**src/rtl/control_sequencer.sv**
```systemverilog
// control_sequencer: hardwired fetch/decode/execute step sequencer driving every datapath strobe.
// Optional feature: `define MEM_WAIT_EN adds a wait step W after every Read step.
module control_sequencer #(
    parameter int CLR_CYCLES = 1,
    parameter int OP_HI      = 31
) (
    input  logic        clk,
    input  logic        clr_n,
    input  logic [31:0] IR,
    input  logic        CON_FF,
    input  logic        Stop,
    output logic        Gra, Grb, Grc, Rin, Rout, BAout, R15in,
    output logic        PCout, MDRout, Zhighout, Zlowout, HIout, LOout, InPortout, Cout,
    output logic        PCin, IRin, Yin, Zin, MARin, MDRin, HIin, LOin, CONin, Out_Portin,
    output logic        IncPC, Read, Write,
    output logic        Clear,
    output logic        Run
);
    // T0..T7 encode as 0..7 so the step number is the low three state bits
    typedef enum logic [3:0] {
        S_T0, S_T1, S_T2, S_T3, S_T4, S_T5, S_T6, S_T7, S_RST, S_HALT, S_W1, S_W6
    } state_t;

    state_t     r_state, w_next, w_end;
    logic [4:0] r_op, w_ir_op;
    logic [3:0] r_cnt;
    logic [2:0] w_last;
    logic       w_ba, w_ldst, w_alu, w_3op, w_md, w_nn, w_unused;

    assign w_unused = ^IR;
    assign w_ir_op  = IR[OP_HI -: 5];
    assign w_ba     = r_op <= 5'd2;
    assign w_ldst   = r_op == 5'd0 || r_op == 5'd2;
    assign w_alu    = r_op >= 5'd3 && r_op <= 5'd10;
    assign w_3op    = r_op <= 5'd13;
    assign w_md     = r_op == 5'd14 || r_op == 5'd15;
    assign w_nn     = r_op == 5'd16 || r_op == 5'd17;
    assign w_last   = (r_op == 5'd1) ? 3'd5 : (r_op <= 5'd2) ? 3'd7 : (r_op <= 5'd13) ? 3'd5 :
                      (r_op <= 5'd15 || r_op == 5'd18) ? 3'd6 :
                      (r_op <= 5'd17 || r_op == 5'd20) ? 3'd4 : 3'd3;
    assign Clear    = r_state == S_RST;
    assign Run      = r_state != S_RST && r_state != S_HALT;

    always_ff @(posedge clk or negedge clr_n) begin
        if (!clr_n) begin
            r_state <= S_RST;
            r_cnt   <= '0;
            r_op    <= '0;
        end else begin
            r_state <= w_next;
            r_cnt   <= (r_state == S_RST) ? r_cnt + 4'd1 : '0;
            if (r_state == S_T2)
                r_op <= w_ir_op;
        end
    end

    always_comb begin
        w_end  = Stop ? S_HALT : S_T0;
        w_next = r_state;
        case (r_state)
            S_RST:   w_next = (r_cnt == 4'(CLR_CYCLES - 1)) ? S_T0 : S_RST;
            S_HALT:  w_next = S_HALT;
`ifdef MEM_WAIT_EN
            S_T1:    w_next = S_W1;
            S_W1:    w_next = S_T2;
            S_W6:    w_next = S_T7;
`endif
            S_T2:    w_next = (w_ir_op == 5'd26) ? S_HALT : (w_ir_op >= 5'd25) ? w_end : S_T3;
            default: w_next = (r_state[2:0] == w_last) ? w_end : state_t'(r_state + 4'd1);
        endcase
`ifdef MEM_WAIT_EN
        if (r_state == S_T6 && r_op == 5'd0)
            w_next = S_W6;
`endif
    end

    always_comb begin
        {Gra, Grb, Grc, Rin, Rout, BAout, R15in, PCout, MDRout, Zhighout, Zlowout, HIout, LOout,
         InPortout, Cout, PCin, IRin, Yin, Zin, MARin, MDRin, HIin, LOin, CONin, Out_Portin,
         IncPC, Read, Write} = '0;
        case (r_state)
            S_T0:       {PCout, MARin, IncPC, Zin} = 4'b1111;
            S_T1:       {Zlowout, PCin, Read, MDRin} = 4'b1111;
            S_W1, S_W6: {Read, MDRin} = 2'b11;
            S_T2:       {MDRout, IRin} = 2'b11;
            S_T3: begin
                if (w_3op) begin
                    {Grb, Yin} = 2'b11;
                    Rout  = !w_ba;
                    BAout = w_ba;
                end
                else if (w_md)          {Gra, Rout, Yin} = 3'b111;
                else if (w_nn)          {Grb, Rout, Zin} = 3'b111;
                else if (r_op == 5'd18) {Gra, Rout, CONin} = 3'b111;
                else if (r_op == 5'd19) {Gra, Rout, PCin} = 3'b111;
                else if (r_op == 5'd20) {PCout, R15in} = 2'b11;
                else if (r_op == 5'd21) {InPortout, Gra, Rin} = 3'b111;
                else if (r_op == 5'd22) {Gra, Rout, Out_Portin} = 3'b111;
                else if (r_op == 5'd23) {HIout, Gra, Rin} = 3'b111;
                else if (r_op == 5'd24) {LOout, Gra, Rin} = 3'b111;
            end
            S_T4: begin
                if (w_3op) begin
                    Zin  = 1'b1;
                    Grc  = w_alu;
                    Rout = w_alu;
                    Cout = !w_alu;
                end
                else if (w_md)          {Grb, Rout, Zin} = 3'b111;
                else if (w_nn)          {Zlowout, Gra, Rin} = 3'b111;
                else if (r_op == 5'd18) {PCout, Yin} = 2'b11;
                else if (r_op == 5'd20) {Gra, Rout, PCin} = 3'b111;
            end
            S_T5: begin
                if (w_3op) begin
                    Zlowout = 1'b1;
                    MARin   = w_ldst;
                    Gra     = !w_ldst;
                    Rin     = !w_ldst;
                end
                else if (w_md)          {Zlowout, LOin} = 2'b11;
                else if (r_op == 5'd18) {Cout, Zin} = 2'b11;
            end
            S_T6: begin
                if (r_op == 5'd0)       {Read, MDRin} = 2'b11;
                else if (r_op == 5'd2)  {Gra, Rout, MDRin} = 3'b111;
                else if (w_md)          {Zhighout, HIin} = 2'b11;
                else if (r_op == 5'd18) begin
                    Zlowout = 1'b1;
                    PCin    = CON_FF;
                end
            end
            S_T7: begin
                if (r_op == 5'd0)       {MDRout, Gra, Rin} = 3'b111;
                else                    Write = r_op == 5'd2;
            end
            default: ;
        endcase
    end
endmodule
```
**config.mk**
```make
export PLATFORM = sky130hd
export DESIGN_NAME = control_sequencer
export DESIGN_NICKNAME = d
export VERILOG_FILES = /design/src/rtl/control_sequencer.sv
export SDC_FILE = /design/constraint.sdc
export NUM_CORES = 1
export LEC_CHECK = 0
export CORE_UTILIZATION = 41
export CTS_CLUSTER_SIZE = 20
export DETAILED_ROUTE_END_ITERATION = 10
export GPL_ROUTABILITY_DRIVEN = 0
export PLACE_DENSITY = 0.79
export SYNTH_ARGS = -nofsm -noshare
export SYNTH_HDL_FRONTEND = slang
export SYNTH_SLANG_ARGS = --single-unit
export TNS_END_PERCENT = 10
```
**constraint.sdc**
```tcl
create_clock -name clk -period 2.18 [get_ports clk]
set_input_delay 0.436 -clock clk [delete_from_list [all_inputs] [get_ports clk]]
set_output_delay 0.436 -clock clk [all_outputs]
set_load 0.02 [all_outputs]
```
* After elaboration in Yosys (flattened, before gate mapping)
Index checks and enable logic that the tools add are counted.
** Word-level totals
- Register bits :: 13
- Output and inout bits :: 30
- Word-level logic and storage cells :: 200
** Operators by class
- Add/subtract/negate cells :: 2
- Magnitude comparators :: 7
- Equality and inequality tests :: 28
- Muxes and demuxes :: 146
- Reductions and logical operators :: 14
** Operators by type and width (count)
- 2-to-1 mux 1 bit :: 120
- equality test 5 bit (second input constant) :: 10
- 2-to-1 mux 4 bit :: 6
- equality test 4 x 3 -> 1 bit (second input constant) :: 4
- equality test 4 bit (second input constant) :: 4
- case mux 1 bit (4 select lines) :: 4
- <= comparator 5 x 4 -> 1 bit (second input constant) :: 3
- 2-to-1 mux 3 bit :: 5
- case mux 1 bit (2 select lines) :: 7
- case mux 4 bit (3 select lines) :: 1
- equality test 5 x 4 -> 1 bit (second input constant) :: 2
- adder 4 x 1 -> 4 bit (second input constant) :: 2
- equality test 4 x 2 -> 1 bit (second input constant) :: 2
- zero test 4 bit :: 2
- inequality test 4 bit (second input constant) :: 2
- case mux 1 bit (3 select lines) :: 2
- equality test 5 x 1 -> 1 bit (second input constant) :: 1
- equality test 5 x 2 -> 1 bit (second input constant) :: 1
- greater-or-equal comparator 5 x 2 -> 1 bit (second input constant) :: 1
- greater-or-equal comparator 5 bit (second input constant) :: 1
- <= comparator 5 x 2 -> 1 bit (second input constant) :: 1
- <= comparator 5 bit (second input constant) :: 1
- zero test 5 bit :: 1
- logical OR 1 bit :: 5
- other kinds (6) :: 9

* Logic depth before layout (Yosys ltp)
- Word-level depth :: 12
- Depth in mapped cells :: 8

* Least setup slack after synthesis
No wires, ideal clock.
- Kind :: register to output
- From :: register r_state[0]
- To :: output port Zhighout
- Data arrival time :: 1.974 ns
- Required time :: 1.744 ns
- Slack :: -0.230 ns
- Stages on the path, launching flop included :: 7
- Path buffers :: 2
- Cells stage by stage :: dfrtp_1 > inv_1 > ha_1 > clkbuf_1 > inv_1 > nor4_1 > buf_4
** Between the ends
- Longest elaborated chain between the ends :: 2
** Ends and longest elaborated chain
- start: declaration :: line 24 : state_t r_state, w_next, w_end;
- start signal: assignment :: line 50 : r_state <= w_next;
- equality test 4 x 3 -> 1 bit
- 2-to-1 mux 1 bit
- end: declaration :: line 13 : output logic PCout, MDRout, Zhighout, Zlowout, HIout, LOout, InPortout, Cout,
Every way passes these cells.

* Worst setup path in the final report
- From :: register r_op[2]
- To :: output port Gra
** Between the ends
- Longest elaborated chain between the ends :: 12
- Elaborated cells on any way between the ends :: 38
- Those cells by class :: order compare (1); eq/ne (12); mux (20); reduce/logical (5)
** Ends and longest elaborated chain
- start: declaration :: line 25 : logic [4:0] r_op, w_ir_op;
- start signal: assignment :: line 53 : r_op <= w_ir_op;
- equality test 5 bit :: line 100 : else if (r_op == 5'd24) {LOout, Gra, Rin} = 3'b111;
- 2-to-1 mux 1 bit :: line 100
- 2-to-1 mux 1 bit :: line 99 : else if (r_op == 5'd23) {HIout, Gra, Rin} = 3'b111;
- 2-to-1 mux 1 bit :: line 98 : else if (r_op == 5'd22) {Gra, Rout, Out_Portin} = 3'b111;
- 2-to-1 mux 1 bit :: line 97 : else if (r_op == 5'd21) {InPortout, Gra, Rin} = 3'b111;
- 2-to-1 mux 1 bit :: line 96 : else if (r_op == 5'd20) {PCout, R15in} = 2'b11;
- 2-to-1 mux 1 bit :: line 95 : else if (r_op == 5'd19) {Gra, Rout, PCin} = 3'b111;
- 2-to-1 mux 1 bit :: line 94 : else if (r_op == 5'd18) {Gra, Rout, CONin} = 3'b111;
- 2-to-1 mux 1 bit :: line 93 : else if (w_nn) {Grb, Rout, Zin} = 3'b111;
- 2-to-1 mux 1 bit :: line 92 : else if (w_md) {Gra, Rout, Yin} = 3'b111;
- 2-to-1 mux 1 bit :: line 87 : if (w_3op) begin
- case mux 1 bit (5 select lines) (*) :: line 81 : case (r_state)
- end: declaration :: line 12 : output logic Gra, Grb, Grc, Rin, Rout, BAout, R15in,
Mark *: on every way between the ends. The rest lies on a longest branch, timed or not.

==> tab_implementation.tex <==
\begin{tabular}{lr}
\hline
Metric & Value \\
\hline
\multicolumn{2}{l}{\textbf{Power}} \\
Relative contribution of combinational cells to total power & 6.2\% \\
NetSw & 94.3 uW \\
Reported leakage power & 0.00105 uW \\
Net switching fraction of the power & 22.5\% \\
Internal power of the cells & 324 uW \\
Sequential share of power & 57.6\% \\
Largest voltage drop on the vdd net & 0.312 mV \\
PD cells & 181 nW/um\^{}2 \\
Clock network fraction of total power & 36.2\% \\
\multicolumn{2}{l}{\textbf{Layout}} \\
Layout overhead on the synthesized area & 73.7\% \\
Final-stage net count & 308 \\
Share of layout cells above drive strength 1 & 49.1\% \\
Number of fillers in the final layout & 239 \\
Number of antenna diodes & 0 \\
\multicolumn{2}{l}{\textbf{Route}} \\
Number of optimization iterations in the first detailed-route pass & 4 \\
Post-route antenna net violation count & 0 \\
Post-DR wirelength/cell & 15.2 um \\
Detailed-route vias per instance & 5.62 \\
DRT Wirelength & 4.70 mm \\
Detailed-route via count & 1737 \\
Post-route DRC & 0 \\
Violation count after the first detailed-routing iteration & 158 \\
\multicolumn{2}{l}{\textbf{Clock tree}} \\
CTS tree & yes \\
Number of sinks on the clock net & 13 \\
Clock transition at the registers of the reported paths & 0.09 ns \\
Number of CTS-inserted buffers & 3 \\
Insertion delay to the later sink of the worst-skew pair & 0.28 ns \\
Number of buffers added to fix hold violations after cts & 0 \\
Clock root buffer master & sky130\_fd\_sc\_hd\_\_clkbuf\_4 \\
Max clock buf depth & 2 \\
Level count of the clock H-tree & 1 \\
\multicolumn{2}{l}{\textbf{GRT}} \\
Overall global routing resource usage & 26.3\% \\
Number of antenna violations at the first check in global routing & 0 \\
Via count of the first global-routing pass & 1545 \\
GR Overflow Total & 0 \\
Routing usage on met1 & 33.7\% \\
Busiest layer in global routing & met2 \\
GR met2 Demand/Resource & 45.1\% \\
First-pass GRT wire length & 6.91 mm \\
Global-route met3 utilization & 3.49\% \\
Maximum number of pins on one net before global-route repair & 22 \\
\multicolumn{2}{l}{\textbf{Worst setup path}} \\
Startpoint-to-endpoint class of the critical path & flop to primary output \\
Critical path required time & 1.74 ns \\
Critical-path maximum fanout & 3 \\
CP arrival & 1.91 ns \\
Element type at the critical path start & flop \\
Crit. End Element & primary output \\
\multicolumn{2}{l}{\textbf{Flow run}} \\
Max Cap Viol & 0 \\
\multicolumn{2}{l}{\textbf{Yosys}} \\
Number of warnings reported in the yosys synthesis log & 0 \\
Post-Synth Simple-Gate Area & 34.1\% \\
Mux cell area share after synthesis & 0.844\% \\
Combinational family with the most area after synthesis & simple AND/OR/NAND/NOR gates \\
Most frequent cell after synthesis & sky130\_fd\_sc\_hd\_\_nand2\_1 \\
FF+latch count, synth & 13 \\
Compound-cell area share of the yosys netlist & 21.4\% \\
Number of cells produced by synthesis & 185 \\
Synthesized net count & 227 \\
XOR/XNOR share of the synthesized area & 5.25\% \\
Average cell area after synthesis & 7.21 sq um \\
Fraction of the yosys area taken by sequential cells & 24.5\% \\
Post-Syn Area & 1330 sq um \\
Post-synth top area cell & sky130\_fd\_sc\_hd\_\_dfrtp\_1 \\
Commonest register cell after synthesis & sky130\_fd\_sc\_hd\_\_dfrtp\_1 \\
Share of Yosys cell area claimed by the top area cell type & 22.5\% \\
Post-synthesis adder-cell area fraction & 6.38\% \\
Main area contributors after synthesis & sky130\_fd\_sc\_hd\_\_dfrtp\_1 (23\%), sky130\_fd\_sc\_hd\_\_nand2\_1 (7.6\%), sky130\_fd\_sc\_hd\_\_ha\_1 (5.6\%) \\
Yosys cell types & 47 \\
Post-synth top cells & sky130\_fd\_sc\_hd\_\_nand2\_1 (27), sky130\_fd\_sc\_hd\_\_nor2\_1 (18), sky130\_fd\_sc\_hd\_\_dfrtp\_1 (12) \\
Number of enable flip-flop cells after synthesis & 0 \\
Share of flip-flops with an asynchronous set or reset & 100\% \\
\multicolumn{2}{l}{\textbf{Floorplan}} \\
Die width & 59.0 um \\
Starting density of the core & 43.3\% \\
Number of primary I/O pins & 66 \\
Number of cell rows & 20 \\
Die height & 59.0 um \\
Full die area & 3490 sq um \\
Area of the core & 3080 sq um \\
\multicolumn{2}{l}{\textbf{Timing}} \\
Final critical-path share of the clock period & 107\% \\
Post-Route Skew & 0.00726 ns \\
Final WS setup & -0.162 ns \\
Slew at the pin with the worst max-slew slack & 0.586 ns \\
Final hold violations & 0 \\
Final critical path time including I/O delays and setup & 2.34 ns \\
RSZ-0062 raised after global routing & yes \\
Worst slew slack as a fraction of its limit & 60.8\% \\
Upper clock frequency limit & 427 MHz \\
Final TNS setup & -0.954 ns \\
Count of final setup violators & 13 \\
Number of slew-limit violations in the final report & 0 \\
\multicolumn{2}{l}{\textbf{Placed design}} \\
Placement-stage worst setup slack & -0.387 ns \\
Count of port buffers added during placement & 38 \\
Estimated wirelength of the detail-placed design & 3.15 mm \\
\multicolumn{2}{l}{\textbf{Worst hold path}} \\
Hold Crit Class & flop to flop \\
\multicolumn{2}{l}{\textbf{Outcome}} \\
Result of the run & finished with violations \\
Violations in the final reports & setup timing \\
\hline
\end{tabular}
-- cell type report --
cell class	count	area (sq um)	area share, %
Clock buffer	3	22.5	0.972
Clock inverter	1	5.00	0.216
Inverter	11	41.3	1.78
Multi-Input combinational cell	148	1130	49.0
Sequential cell	13	329	14.2
Tap cell	44	55.1	2.38
Timing Repair Buffer	89	729	31.5
-- sequential cells by signal, summed over array words and instances (netlist names) --
signal / cells
r_op: 5
r_cnt: 4
r_state: 4
-- placed cells by master, fill, tap and decap left out, drive strengths merged, types with 4 or more instances in the layout --
cell type / synthesis / layout
o21ai: 10 / 10
ha: 6 / 6
nand2: 27 / 27
a21oi: 10 / 10
buf: 3 / 74
nand3: 9 / 9
xnor2: 5 / 5
dfrtp: 12 / 12
nor2: 18 / 18
clkdlybuf4s50: 0 / 8
nor3: 7 / 7
inv: 11 / 11
and2: 4 / 4
clkbuf: 10 / 6
-- routing by layer --
| metal | share of wire (%) | vias to the layer above | routed length, um |
|---|---|---|---|
| met5 | 0 | - | 0 |
| met4 | 3.1 | 0 | 144 |
| met3 | 4.8 | 16 | 226 |
| met2 | 50 | 83 | 2340 |
| met1 | 42 | 810 | 1990 |
| li1 | - | 828 | - |
-- critical path, stage by stage, from the launching register on --
cell                        delay (ns)
sky130_fd_sc_hd__dfrtp_1          0.41
sky130_fd_sc_hd__or4_4            0.57
sky130_fd_sc_hd__buf_6            0.15
sky130_fd_sc_hd__nor2_4           0.09
sky130_fd_sc_hd__nand3_2          0.12
sky130_fd_sc_hd__o2111ai_2        0.11
sky130_fd_sc_hd__buf_4            0.17
-- final timing paths --
check                               startpoint                    to  cells past startpoint  slack (ns)
min in group asynchronous                clr_n    r_cnt[1]$_DFF_PN0_                      1        0.52
setup reg to reg           r_op[2]$_DFFE_PN0P_  r_state[1]$_DFF_PN0_                      7       -0.06
max in group asynchronous                clr_n  r_state[0]$_DFF_PN0_                      1        1.24
hold reg to reg             r_cnt[0]$_DFF_PN0_    r_cnt[0]$_DFF_PN0_                      1        0.48
hold / removal              r_cnt[0]$_DFF_PN0_    r_cnt[0]$_DFF_PN0_                      1        0.48
setup / recovery           r_op[2]$_DFFE_PN0P_                   Gra                      6       -0.16
-- cells by family (layout without fill, tap and decap cells) --
group,count (synthesis),in the layout
and+or+nand+nor,90,90
AOI/OAI and AO/OA,42,42
buffers and inverters,24,104
DFF,13,13
xor gates and xnor gates,8,8
adders and majority gates,7,7
muxes,1,1
-- per-stage QoR --
step / total power [uW] / cell area, sq um / instances / hold slack [ns] / util [%]
6_report: 418 / 2320 / 309 / 0.481 / 75.3
5_1_grt: 438 / 2320 / 309 / 0.501 / 75.3
4_1_cts: 427 / 2190 / 308 / 0.487 / 71.1
3_5_place_dp: 272 / 2080 / 303 / 0.474 / 67.7
3_3_place_gp: 271 / 2080 / 303 / 0.464 / 67.7
2_1_floorplan: 248 / 1340 / 185 / 0.140 / -
-- power groups by stage --
stage	clock (uW)	combinational, uW	sequential [uW]
after floorplan	0	2.48	246
after global placement	0	25.6	246
after detailed placement	0	26.0	246
after CTS	160	26.2	241
after global routing	169	28.2	241
final	152	25.9	241
-- what timing repair did --
item,in CTS,in global routing
setup buffers,1,1
endpoints found under the setup margin,30,32
gates resized for setup,122,80
pin swaps,6,10
(Power assumes the default switching activity.)
==> variant 1: new RTL, same flow settings <==
Put a register stage on the outputs `Clear` and `Run`, without a reset. The values now appear one clock later. The other outputs are not delayed to match.
--- a/src/rtl/control_sequencer.sv
+++ b/src/rtl/control_sequencer.sv
@@ -40,4 +40,6 @@
                       (r_op <= 5'd17 || r_op == 5'd20) ? 3'd4 : 3'd3;
-    assign Clear    = r_state == S_RST;
-    assign Run      = r_state != S_RST && r_state != S_HALT;
+    always_ff @(posedge clk) begin
+        Clear <= r_state == S_RST;
+        Run   <= r_state != S_RST && r_state != S_HALT;
+    end
 
Function: changed (Yosys sat finds a counterexample within 4 cycles, from zero or initial values).
==> variant 1 against the original RTL <==
The run still ends with setup timing left. Sequential cell count up 2. Area after synthesis up 5.9%. Wire length up 16%. Setup slack better by 0.038 ns. Cell area up 4.4%. First-iteration DRC count down 18%.
Power is left out: it rests on default switching activity, and per cell area and clock period it moved more than threefold.
==> variant 1: results (changes against the original RTL) <==
** Timing
- Setup-violating endpoint count in the final report :: 11 (-2)
- The maximum clock skew at final layout is 0.0313 ns (+0.0240 ns).
- Final critical-path setup slack :: -0.124 ns (+0.0378 ns)
- Slew Limit Headroom :: 57.3% (-3.5 points)

** Cells and area
- Share of post-route cells with drive strength above 1 :: 51.6% (+2.6 points)
- The layout filler cell count is 225 (-5.9%).
- Filler-free cell count of the finished design :: 317 (+2.6%)
- Area grow syn2layout :: 71.3%

** Synthesis
- Commonest cells in the netlist :: 18 x sky130_fd_sc_hd__nor2_1, 16 x sky130_fd_sc_hd__nand2_1, 12 x sky130_fd_sc_hd__clkbuf_1, 12 x sky130_fd_sc_hd__dfrtp_1, 10 x sky130_fd_sc_hd__nand3_1
- Number of library cell types mapped by synthesis :: 62 (+32%)
- Synthesized netlist cell count :: 180 (-2.7%)

** Global routing
- Met3 Usage GRT :: 2.56% (-0.93 points)
- Number of global-route vias before repair :: 1752 (+13%)
- M2 GR Usage :: 51.2% (+6.0 points)
- The pin count of the biggest net entering global routing was 14 (-36%).
- Wire length of the first global-routing pass :: 8110 um (+17%)

** Placed design
- Cell count after placement :: 308 (+1.7%)
- Sum of net half-perimeters after detailed placement :: 3750 um (+19%)

** Route
- The number of DRC violations after detailed-routing iteration 0 is 130 (-18%).
- The first-pass iteration count of the detailed router was 5 (+1).
- The via density per instance is 5.70 (+1.5%).

** Outcome
- The final reports fail on setup timing.
- Status :: finished with violations

** Setup path
- Arrival time at the worst endpoint :: 1.87 ns (-0.04 ns)
- The maximum cell stage delay along the critical path was 0.47 ns (-0.10 ns).
- The highest fanout seen on the critical path came to 6 (+3).
- Slowest stage cell, crit path :: sky130_fd_sc_hd__dfrtp_2
- In this design, the largest share of critical-path delay is due to buffers and inverters.

** CTS
- The register clock-pin slew on the reported worst setup and hold paths came to 0.12 ns (+0.03 ns).
-- variant 1: layout make-up --
type	count	area share [%]
Clock buffer	3	0.931
Clock inverter	1	0.207
Inverter	8	1.24
Multi-Input combinational cell	142	45.8
Sequential cell	15	15.5
Tap cell	44	2.28
Timing Repair Buffer	104	34.1
-- variant 1: kinds of logic after synthesis --
logic type | Yosys count | share of synthesized area (%)
AND/OR/NAND/NOR | 81 | 31.2
adder cells (fa/ha/maj) | 7 | 6.02
buffers and inverters | 23 | 7.00
multiplexers | 4 | 3.10
XOR/XNOR | 5 | 3.10
flip-flops | 15 | 26.0
AO/OA/AOI/OAI | 45 | 23.7
-- variant 1: timing repair --
item / CTS / global route
gates resized for setup: 129 / 55
setup buffers: 1 / 3
endpoints found under the setup margin: 28 / 29
gates cloned: 0 / 1
pin swaps: 3 / 13
-- variant 1: final timing paths --
kind | start | endpoint | slack [ns] | depth (start not counted)
max | r_op[4]$_DFFE_PN0P_ | Zlowout | -0.12 | 6
min | r_cnt[0]$_DFF_PN0_ | r_cnt[0]$_DFF_PN0_ | 0.49 | 1
max reg2reg | r_op[3]$_DFFE_PN0P_ | r_state[0]$_DFF_PN0_ | -0.06 | 8
min reg2reg | r_cnt[0]$_DFF_PN0_ | r_cnt[0]$_DFF_PN0_ | 0.49 | 1
max in group asynchronous | clr_n | r_state[1]$_DFF_PN0_ | 1.19 | 1
min in group asynchronous | clr_n | r_op[1]$_DFFE_PN0P_ | 0.50 | 1
-- variant 1: metrics by stage --
stage | setup WS [ns] | hold WS, ns
after floorplan | 0.000359 | 0.140
after global placement | -0.246 | 0.470
after detailed placement | -0.319 | 0.477
after CTS | -0.142 | 0.489
after global routing | -0.196 | 0.535
final | -0.124 | 0.490
-- variant 1: per-layer routing --
metal	up-vias	routed length (um)
met2	77	2780
met5	-	0
li1	846	-
met3	17	290
met4	0	124
met1	868	2240
-- variant 1: worst reg2reg max path, cell delays in order, from the launching register on --
cell                       delay [ns]
sky130_fd_sc_hd__dfrtp_2         0.47
sky130_fd_sc_hd__buf_4           0.16
sky130_fd_sc_hd__inv_1           0.07
sky130_fd_sc_hd__buf_4           0.13
sky130_fd_sc_hd__buf_4           0.11
sky130_fd_sc_hd__a2bb2o_1        0.29
sky130_fd_sc_hd__a311oi_2        0.31
sky130_fd_sc_hd__nor2_1          0.14
sky130_fd_sc_hd__o311ai_1        0.43
==> variant 2: new RTL, config.mk and constraints unchanged <==
Without the edit above. Add a define of `MEM_WAIT_EN`.
--- a/src/rtl/control_sequencer.sv
+++ b/src/rtl/control_sequencer.sv
@@ -2,2 +2,4 @@
 // Optional feature: `define MEM_WAIT_EN adds a wait step W after every Read step.
+`define MEM_WAIT_EN
+
 module control_sequencer #(
Function: changed (a bounded check fails within 4 cycles, from zero or initial values).
==> variant 2 against the original RTL <==
The run still ends with setup timing left. Wire length is 14% higher. Clock skew decreased by 0.0066 ns. Setup slack worse by 0.032 ns. Cell area up 4.2%. Sequential cell count did not move. Area after synthesis up 12%.
Power is left out: it rests on default switching activity, and per cell area and clock period it moved more than threefold.
==> variant 2: results (changes against the original RTL) <==
** Outcome
- Status :: finished with violations
- Violated checks :: setup timing

** Setup path
- Reg-to-reg endpoint :: r_state[3]$_DFF_PN1_
- The arrival time at the worst endpoint came to 1.94 ns (+0.03 ns).
- Among all stages on the critical path, the largest delay is contributed by sky130_fd_sc_hd__dfrtp_1.
- Reg2reg path depth :: 8 (+1)
- The highest fanout seen on the critical path came to 7 (+4).
- The maximum cell stage delay along the critical path came to 0.38 ns (-0.19 ns).
- Worst setup path startpoint :: r_op[3]$_DFFE_PN0P_

** Timing
- The final-layout worst hold slack is 0.511 ns (+0.0297 ns).
- The final worst slack came to -0.194 ns (-0.0316 ns).
- The maximum clock skew at final layout was 0.000689 ns (-0.00657 ns).
- The final count of negative-setup-slack endpoints is 18 (+5).
- The relative slew slack came to 61.6% (+0.75 points).

** Placed design
- The post-place instance area came to 2230 sq um (+7.1%).
- Dpl ws :: -0.418 ns (-0.0311 ns)
- Sum of net half-perimeters after detailed placement :: 3690 um (+17%)
- Cell count after placement :: 329 (+8.6%)

** Route
- The number of DRC violations after detailed-routing iteration 0 was 164 (+3.8%).
- Post-DR vias/cell :: 5.75 (+2.3%)
- Routed vias :: 1967 (+13%)

** Synthesis
- The number of nets produced by synthesis was 254 (+12%).
- Synthesized netlist cell count :: 212 (+15%)
- Sequential cell area fraction in the yosys report :: 21.9% (-2.6 points)
- Number of library cell types mapped by synthesis :: 53 (+13%)
- XOR/XNOR Fraction of Synth Area :: 3.52% (-1.7 points)
- The adder-cell share of the synthesized area came to 5.78% (-0.60 points).
- In the synthesized netlist, the cells that appear most often are 25 x sky130_fd_sc_hd__nor2_1, 22 x sky130_fd_sc_hd__o21ai_0, 19 x sky130_fd_sc_hd__nand2_1, 12 x sky130_fd_sc_hd__dfrtp_1, 12 x sky130_fd_sc_hd__inv_1.
- The synthesized-area fraction occupied by ao, oa, aoi and oai cells is 26.7% (+5.3 points).
- Leading cell types by total area after synthesis :: sky130_fd_sc_hd__dfrtp_1 20%, sky130_fd_sc_hd__o21ai_0 7.4%, sky130_fd_sc_hd__nor2_1 6.3%, sky130_fd_sc_hd__ha_1 5.0%, sky130_fd_sc_hd__nand2_1 4.8%
- The share of cell area taken by muxes after synthesis was 2.85% (+2.0 points).

** Global routing
- The routing usage on met1 was 35.2% (+1.5 points).
- The pin count of the biggest net entering global routing is 20 (-9.1%).
- The met2 routing resource usage after global routing is 48.9% (+3.8 points).
- The global-route wire length before repair was 8670 um (+26%).
- The global-route usage over all layers is 27.2% (+0.87 points).
- Number of global-route vias before repair :: 1900 (+23%)
- The routing usage on met3 is 3.31% (-0.18 points).

** Cells and area
- The total number of nets in the final design was 339 (+10%).
- The fraction of final layout cells sized beyond drive strength 1 is 42.2% (-6.8 points).
- From synthesis to final layout, the design area changed by 61.6%.
## variant 2: timing repair
item	4_1_cts	5_1_grt
setup endpoints to repair	32	33
pin swaps	4	10
gates resized for setup	137	39
hold buffers	0	0
buffers inserted	2	7
## variant 2: layout make-up
cell class	instances	area share, %
multi-input combinational	169	48.5
timing repair buffer	98	32.7
sequential	13	13.5
tap	46	2.38
inverter	12	1.87
clock buffer	4	1.09
## variant 2: cells by family (layout without fill, tap and decap cells)
group	Yosys count	after routing
compound gates	62	62
mux	4	4
buf+inv	30	114
xor+xnor	6	6
simple gates	90	90
fa+ha+maj	7	7
flops	13	13
## variant 2: routing by layer
metal / part of all wire [%] / wire length, um
met1: 42 / 2270
met2: 49 / 2650
met3: 7.8 / 421
met4: 0.78 / 42
met5: 0 / 0
